**src/rtl/node_iter_ctrl.sv**
```systemverilog
// Iteration controller: drives one child node CNT times to compute f^N(x),
// feeding each child result back as the next input. TIMEOUT must be >= 4.
module node_iter_ctrl #(
    parameter int W       = 16,
    parameter int TIMEOUT = 255
) (
    input  logic         clk_i,
    input  logic         rst_i,
    input  logic         st_i,
    input  logic [W-1:0] in_i,
    input  logic [W-1:0] cnt_i,
    output logic         rd_o,
    output logic [W-1:0] res_o,
    output logic         err_o,
    output logic         cst_o,
    output logic [W-1:0] cin_o,
    input  logic         crd_i,
    input  logic [W-1:0] cres_i
);

    localparam int WDW = $clog2(TIMEOUT + 1);

    typedef enum logic [2:0] {
        S_IDLE      = 3'd0,
        S_LAUNCH    = 3'd1,
        S_WAIT_BUSY = 3'd2,
        S_WAIT_DONE = 3'd3,
        S_DONE      = 3'd4
    } state_t;

    state_t         state_q;
    logic           st_old_q;
    logic [W-1:0]   acc_q;
    logic [W-1:0]   rem_q;
    logic [WDW-1:0] wdog_q;
    logic           abort_q;
    logic           rd_q;
    logic [W-1:0]   res_q;
    logic           err_q;
    logic           cst_q;
    logic [W-1:0]   cin_q;

    logic           start_s;
    logic           wdog_expired_s;
    logic [WDW-1:0] wdog_inc_s;

    assign start_s        = st_i & ~st_old_q;
    // The increment that would make wdog reach TIMEOUT is the abort point.
    assign wdog_expired_s = (wdog_q == WDW'(TIMEOUT - 1));
    assign wdog_inc_s     = wdog_q + WDW'(1);

    // Start-edge detector history; tracks ST even while in reset.
    always_ff @(posedge clk_i) begin
        st_old_q <= st_i;
    end

    // Controller FSM with registered handshake and data outputs.
    always_ff @(posedge clk_i) begin
        if (rst_i) begin
            state_q <= S_IDLE;
            acc_q   <= {W{1'b0}};
            rem_q   <= {W{1'b0}};
            wdog_q  <= {WDW{1'b0}};
            abort_q <= 1'b0;
            rd_q    <= 1'b1;
            res_q   <= {W{1'b0}};
            err_q   <= 1'b0;
            cst_q   <= 1'b0;
            cin_q   <= {W{1'b0}};
        end else begin
            case (state_q)
                S_IDLE: begin
                    if (start_s) begin
                        acc_q   <= in_i;
                        rem_q   <= cnt_i;
                        rd_q    <= 1'b0;
                        err_q   <= 1'b0;
                        abort_q <= 1'b0;
                        state_q <= (cnt_i == {W{1'b0}}) ? S_DONE : S_LAUNCH;
                    end else begin
                        state_q <= S_IDLE;
                    end
                end
                S_LAUNCH: begin
                    cin_q   <= acc_q;
                    cst_q   <= 1'b1;
                    wdog_q  <= {WDW{1'b0}};
                    state_q <= S_WAIT_BUSY;
                end
                S_WAIT_BUSY: begin
                    if (!crd_i) begin
                        cst_q   <= 1'b0;
                        state_q <= S_WAIT_DONE;
                    end else if (wdog_expired_s) begin
                        cst_q   <= 1'b0;
                        abort_q <= 1'b1;
                        state_q <= S_DONE;
                    end else begin
                        wdog_q  <= wdog_inc_s;
                    end
                end
                S_WAIT_DONE: begin
                    if (crd_i) begin
                        acc_q   <= cres_i;
                        rem_q   <= rem_q - W'(1);
                        // Exit on rem==1 so a full-scale count never wraps.
                        state_q <= (rem_q == W'(1)) ? S_DONE : S_LAUNCH;
                    end else if (wdog_expired_s) begin
                        cst_q   <= 1'b0;
                        abort_q <= 1'b1;
                        state_q <= S_DONE;
                    end else begin
                        wdog_q  <= wdog_inc_s;
                    end
                end
                S_DONE: begin
                    res_q   <= acc_q;
                    rd_q    <= 1'b1;
                    err_q   <= abort_q;
                    state_q <= S_IDLE;
                end
                default: begin
                    cst_q   <= 1'b0;
                    rd_q    <= 1'b1;
                    state_q <= S_IDLE;
                end
            endcase
        end
    end

    assign rd_o  = rd_q;
    assign res_o = res_q;
    assign err_o = err_q;
    assign cst_o = cst_q;
    assign cin_o = cin_q;

endmodule

```
**config.mk**
```make
export PLATFORM = sky130hd
export DESIGN_NAME = node_iter_ctrl
export DESIGN_NICKNAME = d
export VERILOG_FILES = /design/src/rtl/node_iter_ctrl.sv
export SDC_FILE = /design/constraint.sdc
export NUM_CORES = 1
export LEC_CHECK = 0
export ABC_AREA = 1
export BUFFER_PORTS_ARGS = -buffer_cell sky130_fd_sc_hd__buf_2
export CORE_ASPECT_RATIO = 0.5
export CORE_MARGIN = 2
export CORE_UTILIZATION = 45
export CTS_CLUSTER_SIZE = 8
export DETAILED_ROUTE_END_ITERATION = 10
export GPL_TIMING_DRIVEN = 0
export PLACE_DENSITY_LB_ADDON = 0.12
export SLEW_MARGIN = 20
export SYNTH_ARGS = -nofsm -noshare
export SYNTH_HDL_FRONTEND = slang
export SYNTH_SLANG_ARGS = --single-unit
export TNS_END_PERCENT = 5
```
**constraint.sdc**
```tcl
create_clock -name clk_i -period 1.34 [get_ports clk_i]
set_input_delay 0.201 -clock clk_i [delete_from_list [all_inputs] [get_ports clk_i]]
set_output_delay 0.201 -clock clk_i [all_outputs]
set_load 0.05 [all_outputs]
```
Word-level counts from Yosys, hierarchy flattened
Cells that the tools add are included.

word-level totals
  ROM bits = 0
  output and inout port bits = 35
  memories = 0
  input port bits = 52
  register bits after elaboration = 80
  word-level logic and storage cells = 69
  latch bits = 0
  bits in writable memories = 0

cells by class
  bitwise operators = 4
  $add $sub $neg = 2
  $lt $le $gt $ge = 0
  mux-type cells = 28
  multipliers = 0
  shifts and indexed selects = 0
  eq/ne operators = 10
  divide/modulo/power cells = 0
  reductions and logical operators = 14

operators by type and width
  kind                   number
  $mux 16                4
  $pmux 16 s2            2
  $mux 8                 3
  $pmux 8 s3             1
  $mux 3                 6
  $eq 16x1->1 const B    1
  $logic_not 16->1       1
  $sub 16x1->16 const B  1
  $pmux 3 s4             1
  $add 8x1->8 const B    1
  $eq 8x8->1 const B     1
  $ne 2x2->1 const B     4
  $mux 1                 7
  $eq 3x2->1 const B     2
  $reduce_and 2->1       3
  $reduce_and 3->1       2
  $reduce_bool 3->1      2
  $pmux 1 s2             2
  $pmux 1 s4             1
  $reduce_and 4->1       1
  $reduce_bool 2->1      2
  $eq 3x1->1 const B     1
  $eq 3x3->1 const B     1
  $logic_not 3->1        1
  5 further kinds        7

Logic depth before layout (Yosys ltp)
  depth in word-level cells = 4
  gate-level depth with buffers = 10
  gate-level depth less buffers = 9

Worst setup path before layout
No wires, ideal clock.

  kind = register to register
  start point = register state_q[0]
  end point = register rem_q[2]
  buffers on the path = 2
  setup time = 0.132 ns
  cell stages (with the launch flop) = 9
  data required time = 1.208 ns
  period minus slack after synthesis = 1.323 ns
  arrival time = 1.191 ns
  slack = 0.017 ns
  cell sequence = dfxtp_1 buf_6 nor2_1 nand2_1 nor2_1 nor2_4 buf_6 o21ai_0 a21oi_1

on the way
  longest elaborated chain between the ends = 3
  elaborated cells on any way between the ends = 7
  classes of those cells = 3 x eq/ne; 1 x mux; 3 x reduce/logical

ends and longest elaborated chain
  element                                                           line  RTL
  start: declaration                                                31    state_t state_q;
  start signal: assignment                                          79    state_q <= (cnt_i == {W{1'b0}}) ? S_DONE : S_LAUNCH;
  start signal: assignment                                          107   state_q <= (rem_q == W'(1)) ? S_DONE : S_LAUNCH;
  $eq 3x2->1 / $logic_not 3->1 (equally long branches)              71    case (state_q)
  $ne 2x2->1 (no line) / $reduce_bool 2->1 (equally long branches)  -
  $reduce_and 3->1 (no line)                                        -
  end signal: assignment                                            62    rem_q <= {W{1'b0}};
  end signal: assignment                                            75    rem_q <= cnt_i;
  end signal: assignment                                            105   rem_q <= rem_q - W'(1);
  end: declaration                                                  34    logic [W-1:0] rem_q;

Several ways; a longest one is shown, not always the timed one.
A chain may end at the register's enable or synchronous reset.

Worst setup path in the final report
  start point = register state_q[0]
  end point = register rem_q[14]

Same word-level chain as after synthesis.

==> out/results.txt <==
largest cells by area after synthesis: dfxtp_1 42%, nand2_1 13%, nor2_1 12%
synthesized area per cell: 6.71 um2
I/O pins: 87
clk sink count: 80
FP Rows: 23
Worst VDD drop: 0.738 mV
library cells used by synthesis: 29
Die W: 135 um
most frequent cells after synthesis: 132 x nand2_1, 123 x nor2_1, 80 x dfxtp_1
root buf cell: clkbuf_16
setup TNS: -1070 ps
Synth top area share: 41.6%
crit-path max FO: 7
Final ANT Viol Nets: 0
period utilization: 106%
worst setup margin: -75.8 ps
Clock Skews: 6.67 ps
cell family with most CP delay: simple AND/OR/NAND/NOR gates
register area: 1630 um2
crit end category: register
Final Power: 6.99 mW
CTS Buffer Depth: 2
most frequent cell after synthesis: nand2_1
drt pass-1 iters: 4
worst path bufs/invs: 1
sequential-to-total area share from yosys stat: 41.6%
CTS H-tree lvls: 3
violated checks: setup timing
fmax: 706 MHz
gr usage total: 25.0%
slowest stage delay, CP: 390 ps
Post-Syn Area: 3850 um2
Final GP Congestion: 0.877
worst-path cell chain: nor2_4 > nand2_4 > nor2_4 > nor2_4 > buf_4 > a21oi_2 > nand2_1 > a21oi_2
Die ar.: 9360 um2
fin. max-slew vios: 0
pwr dens: 1280 nW/um2
Final Hold Viols: 0
nets: 756
Placeable Area: 8140 um2
WHS: 118 ps
vias in the first global route: 3721
Hold Path Class: input pin to register
first-pass GRT wire length: 18500 um
largest net degree at the start of global routing: 16
commonest register cell after synthesis: dfxtp_1
share of layout cells above drive strength 1: 33.3%
Worst Path Required: 1620 ps
RSZ-0062 raised after global routing: true
Residual DRC: 0
slew margin rel.: 57.3%
Slowest-stage cell, CP: dfxtp_4
vias per inst: 5.24
via count: 4281
Detailed Place HPWL: 7550 um
Clock Latency Late Sink: 350 ps
gate count after technology mapping: 574
Starting Density: 47.3%
1st-iter DRT viols: 371
# placed instances: 771
WP data arrival: 1690 ps
Leak Pwr: 2.48 nW
fill count: 710
diode count: 0
total of max-cap violations: 0
clk slew on worst S/H paths: 60 ps
Most Frequent Cell on Critical Path: nor2_4
final setup violation count: 33
post-synth net total: 630
critical path class: register to register
Syn. warnings: 0
Least-Margin Pin Slew: 640 ps
dominant cell type by area after synthesis: dfxtp_1
Multi-input gate area: 2310 um2
initial antenna violation count: 0
layout overhead on the synthesized area: 42.0%
Post-synth EDFFs: 0
post-route insts no fill: 817
asr flop ratio synth: 0%
post-layout min period: 1420 ps
die height: 69.4 um
port bufs: 85
GRT Residual Overflow: 0
TritonCTS Buffers: 9
status: finished with violations
CTS tree: done
Yosys reg bits: 80
Setup crit start kind: register
Routed WL per cell: 14.8 um
Routed Wire Length: 12100 um
[cells in the final DEF, fill, tap and decap left out, types with 4 or more instances in the layout]
| cell type | n |
|---|---|
| nor2_4 | 16 |
| nor2_2 | 17 |
| inv_1 | 28 |
| a21oi_2 | 9 |
| o21ai_0 | 42 |
| nand2_4 | 5 |
| dfxtp_2 | 5 |
| a21oi_1 | 28 |
| clkinv_4 | 4 |
| nand2_2 | 5 |
| buf_2 | 86 |
| inv_4 | 4 |
| inv_2 | 5 |
| o21ai_2 | 4 |
| clkbuf_1 | 8 |
| o21ai_1 | 21 |
| dfxtp_4 | 5 |
| dfxtp_1 | 70 |
| buf_4 | 27 |
| nand3_1 | 22 |
| buf_6 | 6 |
| a31oi_1 | 15 |
| clkbuf_16 | 10 |
| nand3_4 | 4 |
| nor2_1 | 96 |
| nand2_1 | 122 |
[worst paths after layout]
kind,start,to,slack [ps],depth (start not counted)
setup / recovery,state_q[0]$_SDFF_PP0_,rem_q[14]$_SDFFE_PP0P_,-80,8
hold / removal,in_i[0],acc_q[0]$_SDFFE_PP0P_,120,3
setup reg to reg,state_q[0]$_SDFF_PP0_,rem_q[14]$_SDFFE_PP0P_,-80,8
hold reg to reg,rd_o$_SDFFE_PP1P_,rd_o$_SDFFE_PP1P_,450,2
[kinds of logic (layout without fill, tap and decap cells)]
family	Yosys count	after routing	synth area share, %
xor+xnor	5	5	1.14
flops	80	80	41.6
compound gates	126	126	17.4
buf+inv	65	195	7.60
fa+ha+maj	4	4	1.30
simple gates	294	295	31.0
[state kept, by name, summed over array words and instances (netlist names)]
register	cells
state_q	3
st_old_q	1
acc_q	16
err_o	1
rem_q	16
res_o	16
cst_o	1
rd_o	1
wdog_q	8
cin_o	16
abort_q	1
[metal layers]
| layer | track usage (%) | share of wire (%) | vias up |
|---|---|---|---|
| met5 | 0 | 0 | - |
| li1 | - | - | 2126 |
| met4 | 7.37 | 2.0 | 0 |
| met3 | 6.36 | 5.6 | 25 |
| met1 | 34.8 | 48 | 1996 |
| met2 | 38.1 | 45 | 134 |
[power by group]
group / internal (mW) / switching, mW
clock network: 1.52 / 1.08
registers: 2.54 / 0.164
logic: 0.642 / 1.04
[timing repair]
item                                    in CTS  in global routing
hold buffers                                 1                  0
setup buffers                               16                  8
endpoints found under the setup margin      78                 71
gates cloned                                 4                  2
pin swaps                                   10                 27
gates resized for setup                     61                109
hold endpoints to repair                     1                  0
[final cells by class]
type	instances	area share (%)
Sequential cell	80	29.8
Tap cell	112	2.56
Buffer	25	3.73
Clock buffer	10	4.37
Multi-Input combinational cell	430	42.2
Clock inverter	6	1.40
Inverter	39	3.04
Timing Repair Buffer	115	12.9
[per-stage QoR]
step / instance area, um2 / setup WS (ps) / util, %
final: 5470 / -75.8 / 67.1
after global routing: 5470 / -139 / 67.1
after CTS: 5100 / -35.9 / 62.6
after detailed placement: 4420 / -440 / 54.2
after global placement: 4420 / -451 / 54.2
after floorplan: 3850 / 16.5 / -
[worst reg2reg max path: cells and delay by family, from the launching register on]
kind / cells / cell delay [ps]
buf+inv: 1 / 150
simple gates: 5 / 590
flops: 1 / 390
compound gates: 2 / 200
No activity file was read; power rests on OpenSTA's default activity.
